==> src/rtl/legv8_pkg.sv <==
// rtl/legv8_pkg.sv - shared LEGv8 opcode, ALU control and controller state definitions
// Purpose: opcode patterns and masks, ALUCtrl codes, instruction classes and
//          multi-cycle controller states, shared by the single- and multi-cycle cores.
// Ports:   none (package).
package legv8_pkg;

  localparam int OP_W  = 11;
  localparam int ALU_W = 4;

  localparam logic [OP_W-1:0] OP_ADD  = 11'b10001011000;
  localparam logic [OP_W-1:0] OP_SUB  = 11'b11001011000;
  localparam logic [OP_W-1:0] OP_AND  = 11'b10001010000;
  localparam logic [OP_W-1:0] OP_ORR  = 11'b10101010000;
  localparam logic [OP_W-1:0] OP_LDUR = 11'b11111000010;
  localparam logic [OP_W-1:0] OP_STUR = 11'b11111000000;

  // CBZ and B carry immediate bits inside Instr[31:21]; only the masked bits identify them.
  localparam logic [OP_W-1:0] OP_CBZ      = 11'b10110100000;
  localparam logic [OP_W-1:0] OP_CBZ_MASK = 11'b11111111000;
  localparam logic [OP_W-1:0] OP_B        = 11'b00010100000;
  localparam logic [OP_W-1:0] OP_B_MASK   = 11'b11111100000;

  localparam logic [ALU_W-1:0] ALU_AND   = 4'b0000;
  localparam logic [ALU_W-1:0] ALU_ORR   = 4'b0001;
  localparam logic [ALU_W-1:0] ALU_ADD   = 4'b0010;
  localparam logic [ALU_W-1:0] ALU_SUB   = 4'b0110;
  localparam logic [ALU_W-1:0] ALU_PASSB = 4'b0111;

  typedef enum logic [2:0] {
    CL_R,
    CL_LD,
    CL_ST,
    CL_CB,
    CL_UB,
    CL_ILL
  } instr_class_e;

  typedef enum logic [2:0] {
    S_FETCH,
    S_DECODE,
    S_EXEC,
    S_MEM,
    S_WB,
    S_TRAP
  } state_e;

endpackage

==> src/rtl/alu_ctrl_decode.sv <==
// rtl/alu_ctrl_decode.sv - combinational opcode to instruction class and ALUCtrl lookup
// Purpose: classifies an 11-bit LEGv8 opcode and gives the ALU operation it uses
//          in its execute step.
// Ports:   opcode_i   - opcode field Instr[31:21]
//          class_o    - instruction class (R, LD, ST, CB, UB, ILL)
//          alu_ctrl_o - ALUCtrl code for the execute step
module alu_ctrl_decode
  import legv8_pkg::*;
(
  input  logic [OP_W-1:0]  opcode_i,
  output instr_class_e     class_o,
  output logic [ALU_W-1:0] alu_ctrl_o
);

  always_comb begin
    class_o    = CL_ILL;
    alu_ctrl_o = ALU_AND;
    if (opcode_i == OP_ADD) begin
      class_o    = CL_R;
      alu_ctrl_o = ALU_ADD;
    end else if (opcode_i == OP_SUB) begin
      class_o    = CL_R;
      alu_ctrl_o = ALU_SUB;
    end else if (opcode_i == OP_AND) begin
      class_o    = CL_R;
      alu_ctrl_o = ALU_AND;
    end else if (opcode_i == OP_ORR) begin
      class_o    = CL_R;
      alu_ctrl_o = ALU_ORR;
    end else if (opcode_i == OP_LDUR) begin
      class_o    = CL_LD;
      alu_ctrl_o = ALU_ADD;
    end else if (opcode_i == OP_STUR) begin
      class_o    = CL_ST;
      alu_ctrl_o = ALU_ADD;
    end else if ((opcode_i & OP_CBZ_MASK) == OP_CBZ) begin
      class_o    = CL_CB;
      alu_ctrl_o = ALU_PASSB;
    end else if ((opcode_i & OP_B_MASK) == OP_B) begin
      class_o    = CL_UB;
      alu_ctrl_o = ALU_AND;
    end
  end

endmodule

==> src/rtl/multi_cycle_control.sv <==
// rtl/multi_cycle_control.sv - LEGv8 multi-cycle controller FSM with memory timeout trap
// Purpose: steps FETCH/DECODE/EXEC/MEM/WB, drives ALUCtrl and datapath strobes,
//          handshakes with instruction/data memory and traps on illegal opcode or timeout.
// Ports:   CLK, Reset_n (async active-low)
//          Opcode, InstrValid          - instruction memory side, sampled in FETCH
//          MemReady                    - data memory access completes
//          Zero                        - ALU zero flag, used by CBZ in EXEC
//          ALUCtrl, ALUSrc, Reg2Loc    - ALU / register read controls
//          IRWrite, MemRead, MemWrite  - instruction latch and data memory strobes
//          MemToReg, RegWrite          - write-back controls
//          PCWrite, PCSrc              - PC update and source select
//          Trap                        - sticky error flag
module multi_cycle_control
  import legv8_pkg::*;
#(
  parameter int OPCODE_W    = OP_W,
  parameter int CTRL_W      = ALU_W,
  parameter int MEM_TIMEOUT = 16
) (
  input  logic                CLK,
  input  logic                Reset_n,
  input  logic [OPCODE_W-1:0] Opcode,
  input  logic                InstrValid,
  input  logic                MemReady,
  input  logic                Zero,
  output logic [CTRL_W-1:0]   ALUCtrl,
  output logic                ALUSrc,
  output logic                Reg2Loc,
  output logic                IRWrite,
  output logic                MemRead,
  output logic                MemWrite,
  output logic                MemToReg,
  output logic                RegWrite,
  output logic                PCWrite,
  output logic                PCSrc,
  output logic                Trap
);

  localparam int              CNT_W    = $clog2(MEM_TIMEOUT + 1);
  localparam logic [CNT_W-1:0] CNT_LAST = CNT_W'(MEM_TIMEOUT - 1);

  state_e              state_q, state_d;
  logic [OPCODE_W-1:0] opcode_q, opcode_d;
  logic [CNT_W-1:0]    cnt_q, cnt_d;

  instr_class_e        cls;
  logic [ALU_W-1:0]    dec_alu;

  alu_ctrl_decode u_dec (
    .opcode_i   (opcode_q),
    .class_o    (cls),
    .alu_ctrl_o (dec_alu)
  );

  always_ff @(posedge CLK or negedge Reset_n) begin
    if (!Reset_n) begin
      state_q  <= S_FETCH;
      opcode_q <= '0;
      cnt_q    <= '0;
    end else begin
      state_q  <= state_d;
      opcode_q <= opcode_d;
      cnt_q    <= cnt_d;
    end
  end

  always_comb begin
    state_d  = state_q;
    opcode_d = opcode_q;
    cnt_d    = cnt_q;
    ALUCtrl  = ALU_AND;
    ALUSrc   = 1'b0;
    Reg2Loc  = 1'b0;
    IRWrite  = 1'b0;
    MemRead  = 1'b0;
    MemWrite = 1'b0;
    MemToReg = 1'b0;
    RegWrite = 1'b0;
    PCWrite  = 1'b0;
    PCSrc    = 1'b0;
    Trap     = 1'b0;

    case (state_q)
      S_FETCH: begin
        // Gated by Reset_n so every output reads 0 while reset is held.
        IRWrite = InstrValid & Reset_n;
        if (InstrValid) begin
          opcode_d = Opcode;
          state_d  = S_DECODE;
        end
      end

      S_DECODE: begin
        state_d = (cls == CL_ILL) ? S_TRAP : S_EXEC;
      end

      S_EXEC: begin
        // The decoder already yields the per-class EXEC code (ADD for LD/ST, PassB for CB).
        ALUCtrl = dec_alu;
        case (cls)
          CL_R: state_d = S_WB;
          CL_LD, CL_ST: begin
            ALUSrc  = 1'b1;
            cnt_d   = '0;
            state_d = S_MEM;
          end
          CL_CB: begin
            Reg2Loc = 1'b1;
            PCWrite = 1'b1;
            PCSrc   = Zero;
            state_d = S_FETCH;
          end
          CL_UB: begin
            PCWrite = 1'b1;
            PCSrc   = 1'b1;
            state_d = S_FETCH;
          end
          default: state_d = S_TRAP;
        endcase
      end

      S_MEM: begin
        ALUCtrl  = ALU_ADD;
        ALUSrc   = 1'b1;
        MemRead  = (cls == CL_LD);
        MemWrite = (cls == CL_ST);
        Reg2Loc  = (cls == CL_ST);
        // MemReady wins over the timeout when both land on the same cycle.
        if (MemReady) begin
          if (cls == CL_LD) begin
            state_d = S_WB;
          end else begin
            PCWrite = 1'b1;
            state_d = S_FETCH;
          end
        end else if (cnt_q == CNT_LAST) begin
          state_d = S_TRAP;
        end else begin
          cnt_d = cnt_q + CNT_W'(1);
        end
      end

      S_WB: begin
        RegWrite = 1'b1;
        MemToReg = (cls == CL_LD);
        PCWrite  = 1'b1;
        state_d  = S_FETCH;
      end

      S_TRAP: begin
        Trap = 1'b1;
      end

      default: state_d = S_FETCH;
    endcase
  end

endmodule

==> config.mk <==
export PLATFORM = sky130hd
export DESIGN_NAME = multi_cycle_control
export DESIGN_NICKNAME = d
export VERILOG_FILES = /design/src/rtl/legv8_pkg.sv /design/src/rtl/alu_ctrl_decode.sv /design/src/rtl/multi_cycle_control.sv
export SDC_FILE = /design/constraint.sdc
export NUM_CORES = 1
export LEC_CHECK = 0
export BUFFER_PORTS_ARGS = -buffer_cell sky130_fd_sc_hd__buf_2
export CORE_UTILIZATION = 44
export DETAILED_ROUTE_END_ITERATION = 10
export PLACE_DENSITY = 0.71
export SETUP_SLACK_MARGIN = 0.2
export SKIP_CTS_REPAIR_TIMING = 1
export SLEW_MARGIN = 30
export SYNTH_ARGS = -nofsm -noshare
export SYNTH_HDL_FRONTEND = slang
export SYNTH_SLANG_ARGS = --single-unit
==> constraint.sdc <==
create_clock -name CLK -period 1.7 [get_ports CLK]
set_input_delay 0.17 -clock CLK [delete_from_list [all_inputs] [get_ports CLK]]
set_output_delay 0.17 -clock CLK [all_outputs]
set_load 0.01 [all_outputs]
# Word level (Yosys, flattened, before mapping)
# Cells that the tools add are included.
[totals] reg_bits=19 word_cells=81
[classes] add_sub_neg=1 eq_ne=24 mux=43 bitwise=2 reduce_logical=8
[ops] cell="equality test 11 bit, second input constant" n=6
[ops] cell="two-way mux 3 bit" n=13
[ops] cell="two-way mux 4 bit" n=6
[ops] cell="two-way mux 5 bit" n=3
[ops] cell="one-hot mux 3 bit (5 select lines)" n=1
[ops] cell="two-way mux 1 bit" n=13
[ops] cell="equality test 3 x 2 -> 1 bit, second input constant" n=4
[ops] cell="equality test 3 bit, second input constant" n=4
[ops] cell="one-hot mux 5 bit (2 select lines)" n=1
[ops] cell="one-hot mux 3 bit (3 select lines)" n=1
[ops] cell="equality test 8 bit, second input constant" n=1
[ops] cell="inequality test 2 bit, second input constant" n=4
[ops] cell="one-hot mux 4 bit (2 select lines)" n=1
[ops] cell="equality test 3 x 1 -> 1 bit, second input constant" n=2
[ops] cell="equality test 6 x 3 -> 1 bit, second input constant" n=1
[ops] cell="zero test 3 bit" n=2
[ops] cell="one-hot mux 1 bit (2 select lines)" n=3
[ops] cell="adder 5 x 1 -> 5 bit, second input constant" n=1
[ops] cell="equality test 5 x 4 -> 1 bit, second input constant" n=1
[ops] cell="AND reduction 4 bit" n=1
[ops] cell="OR reduction 2 bit" n=2
[ops] cell="inequality test 3 bit, second input constant" n=1
[ops] cell="one-hot mux 1 bit (3 select lines)" n=1
[ops] cell="AND reduction 3 bit" n=1
[ops] cell="4 further kinds" n=4

# Depth between registers and ports, before layout
# Gate-level depths: netlist of the first run.
[logic_depth] ltp_word=13 ltp_mapped=8

# Hierarchy
# Synthesis of the first run repeated with hierarchy kept, for this count alone.
[unflattened] hier_cells=140 hier_area_um2=1318.8
[by_module_without_submodules] mod="multi_cycle_control" n_inst=1 cells_each=114 area_per_inst_um2=1134.8 seq_area_each_um2=475.5
[by_module_without_submodules] mod="alu_ctrl_decode" n_inst=1 cells_each=26 area_per_inst_um2=183.9 seq_area_each_um2=0.0

# Worst setup path before layout of the first run
# Ideal clock, no wire load.
[synth_path] path_type="register to register" startpoint="register cnt_q[0]" endpoint="register cnt_q[1]" setup_time_ps=77 arrival_time_ps=1589 slack_ps=34 stages_incl_launch_ff=9 path_buffers=0 synth_period_minus_slack_ps=1666 path_cell_list="dfrtp_1 > ha_1 > and3_1 > ha_1 > nor2_1 > nand2_1 > o21ai_1 > nand3_1 > o21ai_1"
[synth_via] elab_chain_len=4 elab_cells_between_ends=7
[synth_lines] item="start, declared" line="multi_cycle_control.sv:44" text="logic [CNT_W-1:0] cnt_q, cnt_d;"
[synth_lines] item="start signal, assigned" line="multi_cycle_control.sv:63" text="cnt_q <= cnt_d;"
[synth_lines] item="adder 5 x 1 -> 5 bit" line="multi_cycle_control.sv:139" text="cnt_d = cnt_q + CNT_W'(1);"
[synth_lines] item="two-way mux 5 bit" line="multi_cycle_control.sv:136" text="end else if (cnt_q == CNT_LAST) begin"
[synth_lines] item="two-way mux 5 bit" line="multi_cycle_control.sv:129" text="if (MemReady) begin"
[synth_lines] item="one-hot mux 5 bit (2 select lines)" line="multi_cycle_control.sv:83" text="case (state_q)"
# Several ways; a longest one is shown, not always the timed one. The select of a mux whose other input is x is not followed.
# A chain may end at the register's enable or synchronous reset.

# Worst setup path after layout of the first run
[layout_path] startpoint="register opcode_q[5]" endpoint="output port PCWrite"
[layout_via] elab_chain_len=13 elab_cells_between_ends=24
[layout_lines] item="start, declared" line="multi_cycle_control.sv:43" text="logic [OPCODE_W-1:0] opcode_q, opcode_d;"
[layout_lines] item="start signal, assigned" line="multi_cycle_control.sv:62" text="opcode_q <= opcode_d;"
[layout_lines] item="equality test 6 x 3 -> 1 bit" line="alu_ctrl_decode.sv:39" text="end else if ((opcode_i & OP_B_MASK) == OP_B) begin"
[layout_lines] item="two-way mux 1 bit" line="alu_ctrl_decode.sv:39"
[layout_lines] item="two-way mux 3 bit" line="alu_ctrl_decode.sv:36" text="end else if ((opcode_i & OP_CBZ_MASK) == OP_CBZ) begin"
[layout_lines] item="two-way mux 3 bit" line="alu_ctrl_decode.sv:33" text="end else if (opcode_i == OP_STUR) begin"
[layout_lines] item="two-way mux 3 bit" line="alu_ctrl_decode.sv:30" text="end else if (opcode_i == OP_LDUR) begin"
[layout_lines] item="two-way mux 3 bit" line="alu_ctrl_decode.sv:27" text="end else if (opcode_i == OP_ORR) begin"
[layout_lines] item="two-way mux 3 bit" line="alu_ctrl_decode.sv:24" text="end else if (opcode_i == OP_AND) begin"
[layout_lines] item="two-way mux 3 bit" line="alu_ctrl_decode.sv:21" text="end else if (opcode_i == OP_SUB) begin"
[layout_lines] item="two-way mux 3 bit (*)" line="alu_ctrl_decode.sv:18" text="if (opcode_i == OP_ADD) begin"
[layout_lines] item="equality test 3 x 1 -> 1 bit (tied with other cells)" line="multi_cycle_control.sv:130" text="if (cls == CL_LD) begin"
[layout_lines] item="two-way mux 1 bit / OR reduction 2 bit (equally long branches)"
[layout_lines] item="two-way mux 1 bit, on equally long branches" line="multi_cycle_control.sv:129, multi_cycle_control.sv:100"
[layout_lines] item="one-hot mux 1 bit (3 select lines) (*)" line="multi_cycle_control.sv:83"
[layout_lines] item="end, declared" line="multi_cycle_control.sv:34" text="output logic PCWrite,"
# Mark *: on every way between the ends. The rest lies on a longest branch, timed or not.

==> metrics.cfg, run 1 <==
[run_status]
status=finished, violations left
violations=negative setup slack

[worst_setup_path]
slowest_stage=dfrtp_1
worstPathMaxFanout=7
cp-end-kind=output pin
required_ns=1.53
rr_worst_depth=7
crit_arrival_ns=1.91
max_stage_delay_ns=0.44
criticalPathCategory=flop to output pin
crit_path_start_kind=flop
r2r_end=cnt_q[1]
ff2ff_setup_slack_ns=-0.11
path_cells=nor4b_4, buf_4, nand4_4, o211ai_1, o21ai_1, buf_2
r2r_start=opcode_q[5]

[route]
ant_nets=0
drc=0
finalWirelength_mm=3.11
first_iter_violations=19
via_per_inst=5.59
wl_per_cell_um=15.0
dr.pass1.iters=4
via_count=1163

[floorplan]
rows=18
die_area_um2=2880
ios=30
start_util_pct=46.9
dieWidth_um=53.6
core-area_um2=2500
die_h_um=53.6

[final_layout]
final_core_util_pct=70.9
nFillCells=189
nets=197
diodes=0
area_growth_pct=51.1
drive_gt1_share_pct=52.8
multi_input_area_um2=820
regArea_um2=478

[place]
gp_congestion=0.870
port_buffers=28
hpwlAfterDp_mm=2.20
place_ws_ns=-0.0381

[clock_network]
cts_tree=built
cts_sinks=19
htree_levels=1
cts_root_buf=clkbuf_4
clkLatencyLatePin_ns=0.31
clk_pin_slew_worst_paths_ns=0.11
clk_path_buf_depth=2
cts_made_buffers=3

[pwr]
power_density_nw_per_um2=1220
power_mw=2.16
vdd.ir_drop.worst_uv=1050
power.leakage_nw=0.830

[sta]
final.setup.worst_slack_ns=-0.376
period_share_pct=122
fin_crit_ns=2.08
rsz0062_at_grt=true
max_freq_mhz=482
finalHoldViolations=0
slew_viol_final=0
fin_skew_ns=0.00548
setup_viol=17

[global_routing]
antenna_found_initial=0
grt-ovfl-total=0
grt_start_max_net_pins=20
grt_usage_pct=21.8
grt_pass1_vias=994
grt_first_pass_wirelength_mm=4.44

[logic_synthesis]
ys_types=40
synth.avg_cell_area_um2=9.39
netlist_area_um2=1170
ys.flop_type=dfrtp_1
synth-seq-cells=19
syn-instance-count=125
synth_nets=143
ys_warn_count=0
seq_area_frac_synth_pct=40.5
synth-async-reset-ratio_pct=100
synth_edf_count=0

[worst_hold_path]
whs_path_depth=3
worstHoldStart=Opcode[1]
hold_path.class=primary input to flop
hold_end=opcode_q[1]

[run]
drv_cap=0

[placed cells by master, fill, tap and decap left out, drive strengths merged, types with 2 or more instances in the layout]
cell type and instances:
nor3 3, nand2 8, inv 7, a21oi 11, nor4b 2, clkbuf 3
ha 2, and2 2, nand4 2, nand3 6, o21bai 2, a31oi 2
nor2 12, a21o 2, and3 6, mux2i 2, buf 53, nor3b 2
dfrtp 19, o21ai 5, nor4 2, mux2 10, o211ai 2
[power breakdown]
group          total, mW  internal [mW]  switching (mW)
combinational       1.07          0.627           0.442
sequential         0.847          0.622           0.225
clock              0.248         0.0899           0.158
[worst max-delay path: cells and delay by family (launching register included)]
family                 cells  cell delay [ns]
buffers and inverters      2             0.32
flip-flops                 1             0.44
AO/OA/AOI/OAI              2             0.31
AND/OR/NAND/NOR            2             0.52
[layout make-up]
type                            count  area share [%]
Clock buffer                        3            1.27
Clock inverter                      1           0.423
Inverter                            7            1.76
Multi-Input combinational cell     94            46.2
Sequential cell                    19            27.0
Tap cell                           30            2.12
Timing Repair Buffer               54            21.2
[flip-flops by register name (all words and copies together), names as in the netlist]
register  flops
cnt_q         5
state_q       3
opcode_q     11
[routing by layer]
metal	share of wire, %	wire length, um	track usage, %
met5	0	0	0
met4	1.2	38	6.58
met3	4.8	148	7.91
met2	50	1550	34.2
met1	44	1370	27.9
[synth_stat cells (3+ instances only)]
master / n / area [um2]
nand3_1: 5 / 25.0
o21ai_1: 4 / 20.0
dfrtp_1: 19 / 475
nor3_1: 3 / 15.0
and3_1: 6 / 37.5
mux2_2: 10 / 113
inv_1: 7 / 26.3
a21oi_1: 11 / 55.1
nor2_1: 12 / 45.0
nand2_1: 8 / 30.0
[per-stage QoR]
stage / instance area, um2 / cells / TNS (ns) / hold slack (ns)
3_3_place_gp: 1470 / 189 / -0.0299 / 0.186
5_1_grt: 1770 / 208 / -5.17 / 0.0651
3_5_place_dp: 1470 / 189 / -0.0723 / 0.173
4_1_cts: 1500 / 193 / -3.56 / -0.174
2_1_floorplan: 1240 / 125 / 0 / -0.126
6_report: 1770 / 208 / -3.43 / 0.0785
[worst max-delay path by stage]
stage,start,to,slack [ns],cells after the start
2_1_floorplan,opcode_q[0],state_q[0],0.07,5
3_3_place_gp,opcode_q[0],state_q[0],-0.02,5
3_5_place_dp,opcode_q[0],state_q[0],-0.04,5
4_1_cts,opcode_q[0],PCWrite,-0.38,5
5_1_grt,opcode_q[5],ALUCtrl[2],-0.47,6
6_report,opcode_q[5],PCWrite,-0.38,6
[logic make-up (layout without fill, tap and decap cells)]
kind of cell    Yosys count  count (layout)  share of synthesized area [%]
buf+inv                  12              65                           4.37
other cells               1               1                          0.320
compound gates           28              28                           14.4
flops                    19              19                           40.5
xor+xnor                  1               1                          0.746
fa+ha+maj                 2               2                           2.13
mux                      12              12                           11.3
simple gates             50              50                           26.2
(Power assumes the default switching activity.)
==> run 2: changes to the inputs <==
--- a/config.mk
+++ b/config.mk
@@ -6,12 +6,15 @@
 export NUM_CORES = 1
 export LEC_CHECK = 0
 export BUFFER_PORTS_ARGS = -buffer_cell sky130_fd_sc_hd__buf_2
+export CAP_MARGIN = 0
 export CORE_UTILIZATION = 44
 export DETAILED_ROUTE_END_ITERATION = 10
-export PLACE_DENSITY = 0.71
+export MAX_ROUTING_LAYER = met4
+export PLACE_DENSITY = 0.7
 export SETUP_SLACK_MARGIN = 0.2
 export SKIP_CTS_REPAIR_TIMING = 1
 export SLEW_MARGIN = 30
 export SYNTH_ARGS = -nofsm -noshare
 export SYNTH_HDL_FRONTEND = slang
+export SYNTH_HIERARCHICAL = 1
 export SYNTH_SLANG_ARGS = --single-unit
==> metrics.cfg, run 2 <==
[run_status]
status=finished, violations left
violations=design-rule violations, negative setup slack

[floorplan]
dieWidth_um=56.7
die_area_um2=3220
core-area_um2=2810
ios=30
die_h_um=56.7
rows=19
start_util_pct=47.0

[logic_synthesis]
synth-seq-cells=19
yosys-top-cells-area=dfrtp_1 (36%), mux2_2 (9.4%), nand2b_1 (3.3%)
syn-instance-count=140
synth_fa_ha_area_share_pct=1.90
synthXorXnorAreaFrac_pct=3.32
synth_nets=158
ys.flop_type=dfrtp_1
netlist.area_leader.share_pct=36.1
yosys.area_share.simple_pct=28.4
netlist_area_um2=1320
synth-compound-area-share_pct=13.9
synth.area.mux_share_pct=11.8
synth_area_leader_cell=dfrtp_1
synth.avg_cell_area_um2=9.42
synth.most_common_cell=dfrtp_1
synth_top_family_by_area=simple AND/OR/NAND/NOR gates
ys_warn_count=6
ys_types=51
synth-async-reset-ratio_pct=100
synth_commonest_cells=dfrtp_1 (19), mux2_2 (11), nor2_1 (9)
synth_edf_count=0
seq_area_frac_synth_pct=36.1

[worst_setup_path]
r2r_end=cnt_q[4]
worstPathMaxFanout=3
ff2ff_setup_slack_ns=-0.91
cp-end-kind=output pin
crit_arrival_ns=2.49
r2r_start=opcode_q[6]
rr_worst_depth=8
crit_path_start_kind=flop
required_ns=1.53
criticalPathCategory=flop to output pin

[global_routing]
grt_pass1_vias=1281
grt_first_pass_wirelength_mm=5.57
grt_start_max_net_pins=20
antenna_found_initial=0
grt-ovfl-total=0
grt_usage_pct=22.6

[pwr]
p_comb_share_pct=61.8
power_switching_mw=1.05
power.leakage_nw=1.02
p_int_mw=1.71
vdd.ir_drop.worst_uv=939
power_density_nw_per_um2=1310
seq_power_share_pct=29.3
power.share.clock_pct=9.0
switching_share_pct=38.1

[final_layout]
drive_gt1_share_pct=57.0
diodes=0
largest_reg_flops=11
final_core_util_pct=75.2
nFillCells=200
nets=233
final_cell_mix=buf_4 (39), buf_2 (25), dfrtp_1 (17)
regMostFlops=opcode_q
final_common_cell=buf_4
largest_registers=opcode_q: 11 flops, cnt_q: 5 flops, state_q: 3 flops
area_growth_pct=60.1

[sta]
finalHoldViolations=0
final.setup.worst_slack_ns=-0.958
hold_ws_ns=0.0866
finalSetupTns_ns=-11.65
rsz0062_at_grt=true
max_freq_mhz=376
slew_viol_final=0
fin_skew_ns=0.00147
setup_viol=19
period_share_pct=156
fin_crit_ns=2.66

[worst_hold_path]
hold_end=opcode_q[5]
hold_path.class=primary input to flop
worstHoldStart=Opcode[5]
whs_path_depth=2

[place]
gp_congestion=0.850
hpwlAfterDp_mm=2.57
port_buffers=28

[route]
ant_nets=0
first_iter_violations=76
wl_per_cell_um=14.9
via_per_inst=5.50
finalWirelength_mm=3.65
dr.pass1.iters=7
via_count=1348
drc=6

[clock_network]
clkLatencyLatePin_ns=0.30
cts_sinks=19
clk_pin_slew_worst_paths_ns=0.12
htree_levels=1
cts_made_buffers=3
clk_path_buf_depth=2
cts_tree=built
cts_root_buf=clkbuf_4

[run]
drv_cap=0

[run 2: changes by cell type in the layout (fill, tap and decap cells not counted), sizes merged, moves of 4 or more]
cell,delta
a21oi,-10
and3,-5
buf,+23
nand2b,+7
nor2b,+4
[run 2: metrics by stage]
stage	area [um2]	std cells	setup slack, ns	total power, mW
4_1_cts	1780	231	-0.983	2.24
5_1_grt	2110	245	-1.04	2.91
2_1_floorplan	1350	140	-0.823	1.51
3_5_place_dp	1750	227	-0.752	1.99
3_3_place_gp	1750	227	-0.707	1.94
6_report	2110	245	-0.958	2.76
[run 2: per-layer routing]
| layer | routed length, um | vias to the layer above | GRT usage, % | share of wire [%] |
|---|---|---|---|---|
| li1 | - | 660 | - | - |
| met2 | 1950 | 36 | 41.7 | 53 |
| met5 | 0 | - | - | 0 |
| met3 | 117 | 4 | 2.30 | 3.2 |
| met1 | 1570 | 648 | 26.2 | 43 |
| met4 | 14 | 0 | 5.23 | 0.38 |
[run 2: kinds of logic (layout without fill, tap and decap cells)]
group           after synthesis  count (layout)
compound gates               26              26
xor+xnor                      5               5
fa+ha+maj                     2               2
buf+inv                      13              87
flops                        19              19
mux                          14              14
other cells                   1               1
simple gates                 60              60
[run 2: power groups by stage]
stage | clock, mW | sequential, mW | combinational, mW
after CTS | 0.254 | 0.764 | 1.22
final | 0.247 | 0.807 | 1.70
after detailed placement | 0 | 0.776 | 1.21
after floorplan | 0 | 0.754 | 0.759
after global placement | 0 | 0.759 | 1.18
after global routing | 0.270 | 0.825 | 1.82
[run 2: worst max path at each step]
stage	start	endpoint	slack (ns)	cells after the start
after detailed placement	opcode_q[6]	cnt_q[4]	-0.75	7
after CTS	opcode_q[6]	PCWrite	-0.98	8
after global placement	opcode_q[6]	cnt_q[4]	-0.71	7
final	opcode_q[6]	ALUSrc	-0.96	7
after global routing	opcode_q[6]	PCWrite	-1.04	8
after floorplan	opcode_q[9]	cnt_q[4]	-0.82	8
[run 2: cell type report]
type	count	area, um2	area share, %
Sequential cell	19	478	22.6
Clock inverter	1	7.51	0.356
Tap cell	31	38.8	1.84
Inverter	6	22.5	1.07
Timing Repair Buffer	77	567	26.9
Multi-Input combinational cell	108	975	46.2
Clock buffer	3	22.5	1.07
[run 2: critical path, cell delays in order, from the launching register on]
cell     delay [ns]
dfrtp_1        0.42
or4b_1         0.51
or3_1          0.31
o31a_1         0.14
xnor2_1        0.15
or4_4          0.43
nand2_1        0.09
buf_2          0.13
==> run 3: changes to the inputs <==
--- a/config.mk
+++ b/config.mk
@@ -11,7 +11,7 @@
 export DETAILED_ROUTE_END_ITERATION = 10
 export MAX_ROUTING_LAYER = met4
 export PLACE_DENSITY = 0.7
-export SETUP_SLACK_MARGIN = 0.2
+export SETUP_SLACK_MARGIN = 0.3
 export SKIP_CTS_REPAIR_TIMING = 1
 export SLEW_MARGIN = 30
 export SYNTH_ARGS = -nofsm -noshare
==> metrics.cfg, run 3 (synthesized netlist as in run 2, its figures left out) <==
[place]
gp_congestion=0.881
port_buffers=28
dp_cells=231
hpwlAfterDp_mm=2.76

[worst_setup_path]
r2r_start=opcode_q[6]
required_ns=1.53
max_stage_delay_ns=0.54
crit_path_start_kind=flop
worstPathMaxFanout=4
rr_worst_depth=8
cp-end-kind=output pin
path_cells=or4b_1, or3_1, o31a_1, xnor2_1, or4_4, nand2_1, buf_2
crit_arrival_ns=2.58
startpoint=opcode_q[6]
criticalPathCategory=flop to output pin
slowest_stage=or4b_1

[final_layout]
area_growth_pct=64.3
diodes=0
regMostFlops=opcode_q
multi_input_area_um2=977
drive_gt1_share_pct=57.3
largest_registers=opcode_q: 11 flops, cnt_q: 5 flops, state_q: 3 flops
final_common_cell=buf_4
largest_reg_flops=11
nFillCells=199
final-instance-count-excl-fill=251
final_cell_mix=buf_4 (41), buf_2 (27), dfrtp_1 (17)
nets=239
regArea_um2=478

[global_routing]
antenna_found_initial=0
grt_usage_pct=23.3
gr-usage-met3_pct=2.30
grt_start_max_net_pins=20
top_usage_layer=met2
use_met2_pct=43.7
use_met1_pct=24.9
grt_first_pass_wirelength_mm=5.75
grt_pass1_vias=1387
grt-ovfl-total=0

[worst_hold_path]
hold_path.class=primary input to flop
worstHoldStart=Opcode[2]
whs_path_depth=2

[route]
drc=2
first_iter_violations=60
wl_per_cell_um=14.8
dr.pass1.iters=7
finalWirelength_mm=3.72
via_per_inst=5.53
via_count=1388
ant_nets=0

[floorplan]
die_h_um=56.7
dieWidth_um=56.7
ios=30
core-area_um2=2810
rows=19
start_util_pct=47.0
die_area_um2=3220

[clock_network]
htree_levels=1
cts_made_buffers=3
cts_sinks=19
clkLatencyLatePin_ns=0.30
cts_tree=built
cts_root_buf=clkbuf_4
clk_path_buf_depth=2
clk_pin_slew_worst_paths_ns=0.12

[run_status]
status=finished, violations left
violations=design-rule violations, negative setup slack

[sta]
fin_skew_ns=0.0114
rsz0062_at_grt=true
slew_viol_final=0
finalHoldViolations=0
fin_crit_ns=2.75
setup_viol=19
period_share_pct=162
hold_ws_ns=0.0877
final.setup.worst_slack_ns=-1.05
max_freq_mhz=363

[pwr]
power_density_nw_per_um2=1310
power_mw=2.83
power.leakage_nw=1.05
vdd.ir_drop.worst_uv=899

[run]
drv_cap=0

## run 3: final cells by class
cell class              count  area share (%)
clock buffers               3            1.04
clock inverters             1           0.231
inverters                   6            1.04
multi-input cells         108            45.1
flip-flops and latches     19            22.1
well taps                  31            1.79
repair buffers             83            28.8
## run 3: stage by stage
stage                     area [um2]  util [%]  setup slack [ns]  setup TNS [ns]
after global placement          1830      65.4            -0.704           -7.44
after detailed placement        1830      65.4            -0.813           -8.29
after floorplan                 1400         -            -0.823           -5.95
final                           2170      77.3             -1.05          -12.81
after global routing            2170      77.3             -1.11          -14.41
after CTS                       1860      66.4             -1.03          -11.94
## run 3: critical path: cells and delay by family (launching register included)
| kind | cells | cell delay, ns |
|---|---|---|
| AND/OR/NAND/NOR | 4 | 1.40 |
| XOR/XNOR | 1 | 0.17 |
| flip-flops | 1 | 0.44 |
| AO/OA/AOI/OAI | 1 | 0.15 |
| buffers and inverters | 1 | 0.13 |
## run 3: final timing paths
| path | endpoint | slack, ns |
|---|---|---|
| worst max-delay path | ALUSrc | -1.05 |
| worst min-delay path | opcode_q[2] | 0.09 |
| worst max register to register | cnt_q[4] | -0.99 |
| worst min register to register | cnt_q[4] | 0.53 |
| max in group asynchronous | state_q[1] | 1.12 |
| min in group asynchronous | opcode_q[6] | 0.36 |
## run 3: power breakdown
part | internal [mW] | switching, mW
Combinational | 1.07 | 0.718
Sequential | 0.623 | 0.193
Clock | 0.0876 | 0.143
Total | 1.78 | 1.05
## run 3: layer usage
metal,up-vias,share of wire [%]
met5,-,0
met4,0,1.2
met3,6,4.0
met2,41,55
met1,666,40
li1,675,-
